`config.mk`:
```
export PLATFORM = sky130hd
export DESIGN_NAME = pulp_level_shifter_in_ctrl
export DESIGN_NICKNAME = d
export VERILOG_FILES = /design/src/rtl/pulp_level_shifter_in_ctrl.sv
export SDC_FILE = /design/constraint.sdc
export NUM_CORES = 1
export LEC_CHECK = 0
export CAP_MARGIN = 20
export CORE_UTILIZATION = 35
export DETAILED_ROUTE_END_ITERATION = 10
export PLACE_DENSITY_LB_ADDON = 0.1
export SETUP_SLACK_MARGIN = 0.2
export SLEW_MARGIN = 10
export SYNTH_ARGS = -nofsm -noshare
export SYNTH_HDL_FRONTEND = slang
export SYNTH_SLANG_ARGS = --single-unit
```
`constraint.sdc`:
```
create_clock -name clk_i -period 1.6 [get_ports clk_i]
set_input_delay 0.24 -clock clk_i [delete_from_list [all_inputs] [get_ports clk_i]]
set_output_delay 0.24 -clock clk_i [all_outputs]
set_load 0.02 [all_outputs]
```
`src/rtl/pulp_level_shifter_in_ctrl.sv`:
```
// Receive-side controller for a bus entering from a switchable power domain: synchronizes,
// clamps while the remote side is off/settling/isolated. Optional macro: PULP_LVL_SHIFT_IN_FILTER_EN.
module pulp_level_shifter_in_ctrl #(
   parameter int unsigned      WIDTH         = 8,
   parameter int unsigned      SYNC_STAGES   = 2,
   parameter int unsigned      STABLE_CYCLES = 4,
   parameter logic [WIDTH-1:0] CLAMP_VALUE   = '0
) (
   input  logic             clk_i,
   input  logic             rst_i,
   input  logic [WIDTH-1:0] in_i,
   input  logic             pwr_ok_i,
   input  logic             iso_req_i,
   output logic             iso_ack_o,
   output logic             valid_o,
   output logic [WIDTH-1:0] out_o
);

   localparam int unsigned CntW = $clog2(STABLE_CYCLES + 1);

   typedef enum logic [1:0] {StIso, StSettle, StActive} state_e;

   state_e              state_q, state_d;
   logic [CntW-1:0]     cnt_q, cnt_d;
   logic [WIDTH-1:0]    out_q, out_d;
   logic [SYNC_STAGES-1:0] pwr_sync_q;
   logic [WIDTH-1:0]    dat_sync_q [SYNC_STAGES];
   logic                pwr_s;
   logic [WIDTH-1:0]    dat_s;
   logic                abort;

   assign pwr_s = pwr_sync_q[SYNC_STAGES-1];
   assign dat_s = dat_sync_q[SYNC_STAGES-1];

   always_ff @(posedge clk_i) begin
      if (rst_i) begin
         pwr_sync_q <= '0;
         for (int i = 0; i < SYNC_STAGES; i++) begin
            dat_sync_q[i] <= CLAMP_VALUE;
         end
      end else begin
         pwr_sync_q    <= {pwr_sync_q[SYNC_STAGES-2:0], pwr_ok_i};
         dat_sync_q[0] <= in_i;
         for (int i = 1; i < SYNC_STAGES; i++) begin
            dat_sync_q[i] <= dat_sync_q[i-1];
         end
      end
   end

   // Loss of power or a new isolation request always wins over the settle count.
   assign abort = !pwr_s || iso_req_i;

   always_comb begin
      state_d = state_q;
      cnt_d   = cnt_q;
      unique case (state_q)
         StIso: begin
            if (!abort) begin
               state_d = StSettle;
               cnt_d   = '0;
            end
         end
         StSettle: begin
            if (abort) begin
               state_d = StIso;
            end else if (cnt_q == CntW'(STABLE_CYCLES - 1)) begin
               state_d = StActive;
            end else begin
               cnt_d = cnt_q + 1'b1;
            end
         end
         StActive: begin
            if (abort) begin
               state_d = StIso;
            end
         end
         default: state_d = StIso;
      endcase
   end

`ifdef PULP_LVL_SHIFT_IN_FILTER_EN
   logic [WIDTH-1:0] filt_q;

   always_ff @(posedge clk_i) begin
      if (rst_i) begin
         filt_q <= CLAMP_VALUE;
      end else begin
         filt_q <= dat_s;
      end
   end

   // Inside ACTIVE only a word seen on two consecutive samples is passed on.
   always_comb begin
      out_d = CLAMP_VALUE;
      if (state_d == StActive) begin
         if (state_q != StActive || dat_s == filt_q) begin
            out_d = dat_s;
         end else begin
            out_d = out_q;
         end
      end
   end
`else
   always_comb begin
      out_d = CLAMP_VALUE;
      if (state_d == StActive) begin
         out_d = dat_s;
      end
   end
`endif

   always_ff @(posedge clk_i) begin
      if (rst_i) begin
         state_q <= StIso;
         cnt_q   <= '0;
         out_q   <= CLAMP_VALUE;
      end else begin
         state_q <= state_d;
         cnt_q   <= cnt_d;
         out_q   <= out_d;
      end
   end

   assign out_o     = out_q;
   assign valid_o   = (state_q == StActive);
   assign iso_ack_o = (state_q != StActive);

endmodule

```
==> flow_summary.yaml <==
run_status:
  status: "finished, final reports clean"
route:
  highest_layer: "met4"
  drt-pass1-iter-count: 2
  vias: 621
  wl_met1_um: 652
  route.met3.wl_um: 99
  dr_wl_met2_um: 643
  drtIter0Drc: 4
  viasPerCell: 4.25
  drcViolationCount: 0
  drt-total-wl_um: 1440
  antenna_left: 0
  wl_per_cell_um: 9.88
sta:
  final_hold_viol_count: 0
  clock.fmax_mhz: 665
  min_period_over_period_pct: 94.0
  period_minus_slack_ns: 1.50
  holdWs_ns: 0.432
  rsz0062_at_grt: "true"
  setup_viol: 0
  slew_headroom_pct: 84.2
  worst_slew_pin_slew_ns: 0.234
  fin_skew_ns: 0.00434
  drv_slew: 0
finish:
  final_common_cell: "dfxtp_1"
  nets: 129
  area_growth_syn_to_layout_pct: 41.4
  drive_gt1_share_pct: 24.1
  final_cell_mix: "29 x dfxtp_1, 18 x nor2b_1, 11 x clkdlybuf4s50_1"
  n_antenna_cell: 0
  final_core_util_pct: 53.0
  fin_area_um2: 1340
floorplan:
  fp.coreArea_um2: 2520
  ios: 22
  dieArea_um2: 2910
  initial_core_util_pct: 37.5
  die_w_um: 54.0
  die_h_um: 54.0
  rows: 18
worst_setup_path:
  worstPathMaxFanout: 2
  critPathSlowestCell: "or4b_4"
  start_kind: "flop"
  cpPeakStageDelay_ns: 0.49
  r2r_slack_ns: 0.1
  arrival_ns: 1.76
  required_ns: 1.86
  path_cells: "buf_6 -> or3b_4 -> or4b_4 -> a21oi_2"
  path_class: "reg2reg"
  endpoint_kind: "flop"
pwr:
  pwr_density_cell_nw_per_um2: 944
  p_leak_nw: 0.564
  ir_drop_mv: 0.588
yosys:
  seq_area_frac_synth_pct: 65.6
  synth.ff_latch_count: 31
  synth_cells: 80
  syn_area_um2: 946
  synth_nets: 94
  ys_types: 17
  ys.warnings.count: 0
  avgSynthCellArea_um2: 11.8
cts:
  cts_htree_levels: 2
  cts_sinks: 31
  insertion_delay_ns: 0.31
  cts_buffers: 5
  clockBufferDepth: 2
  clkTransAtPathRegs_ns: 0.09
  cts_tree: "yes"
  cts_root_buffer: "clkbuf_4"
global_route:
  antenna_found_initial: 0
  grt_pass1_wl_um: 2150
  grt_util_all_layers_pct: 12.1
  grt_max_degree: 17
  grt_pass1_vias: 488
  gr-total-overflow: 0
run:
  drv_cap: 0
place:
  numPortBuffers: 21
  place_area_um2: 1240
  gp_congestion: 0.638
min_path:
  hold_class: "reg2reg"
[cells in the mapped netlist, drive strengths merged]
cell type	n	area, um^2
or2b	2	15.0
ha	2	25.0
inv	2	7.51
nor3b	1	7.51
a211oi	1	12.5
and2	9	56.3
nand3b	1	7.51
a21oi	3	15.0
nor2b	18	113
nand4b	1	8.76
o21ai	3	15.0
or4b	1	10.0
or3b	2	20.0
nor3	1	5.00
dfxtp	31	621
clkbuf	2	7.51
[metrics by stage]
stage	TNS (ns)	setup slack [ns]	cells	total power, mW
4_1_cts	0	0.0905	144	1.29
6_report	0	0.0959	146	1.26
2_1_floorplan	0	0.206	80	0.837
5_1_grt	0	0.0561	146	1.34
3_3_place_gp	-0.0918	-0.0918	134	0.872
3_5_place_dp	-0.124	-0.124	134	0.873
[final timing paths]
path,cells after the start,to,start
max,4,cnt_q[2],state_q[1]
min,1,out_o[3],dat_sync_q[1][3]
max reg2reg,4,cnt_q[2],state_q[1]
min reg2reg,1,out_o[3],dat_sync_q[1][3]
[timing repair]
| action | 4_1_cts | 5_1_grt |
|---|---|---|
| pin swaps | 1 | 1 |
| gates cloned | 0 | 1 |
| gates resized for setup | 20 | 5 |
| setup endpoints to repair | 12 | 11 |
| hold buffers | 0 | 0 |
| setup buffers | 2 | 1 |
[power by group]
| part | switching, mW | leakage [nW] | internal (mW) |
|---|---|---|---|
| logic | 0.0177 | 0.280 | 0.0411 |
| clock network | 0.236 | 0.0293 | 0.171 |
| registers | 0.00450 | 0.255 | 0.792 |
[layer usage]
layer,global-route usage (%),up-vias
li1,-,328
met1,11.9,267
met2,17.1,21
met3,8.47,5
met4,10.3,0
met5,0,-
[worst max-delay path, delay by kind of cell (launching register included)]
family          cells  cell delay [ns]
compound gates      1             0.13
buf+inv             1             0.11
flops               1             0.33
simple gates        2             0.87
[logic make-up (layout without fill, tap and decap cells)]
family / Yosys count / in the layout / synth area share (%)
AO/OA/AOI/OAI: 7 / 7 / 4.50
adder cells (fa/ha/maj): 2 / 2 / 2.65
buffers and inverters: 4 / 40 / 1.59
flip-flops: 31 / 31 / 65.6
AND/OR/NAND/NOR: 36 / 36 / 25.7
[flip-flops by register name (all words and copies together), names as in the netlist]
name and count:
dat_sync_q 16, out_o 8, cnt_q 3, pwr_sync_q 2, state_q 2
[cell type report]
type	instances	area [um^2]
clock buffers	7	45.0
clock inverters	1	5.00
fillers	253	1180
repair buffers	30	259
inverters	2	7.51
flip-flops and latches	31	623
multi-input cells	45	360
well taps	30	37.5
Note: power is estimated with default switching activity, not from simulation.
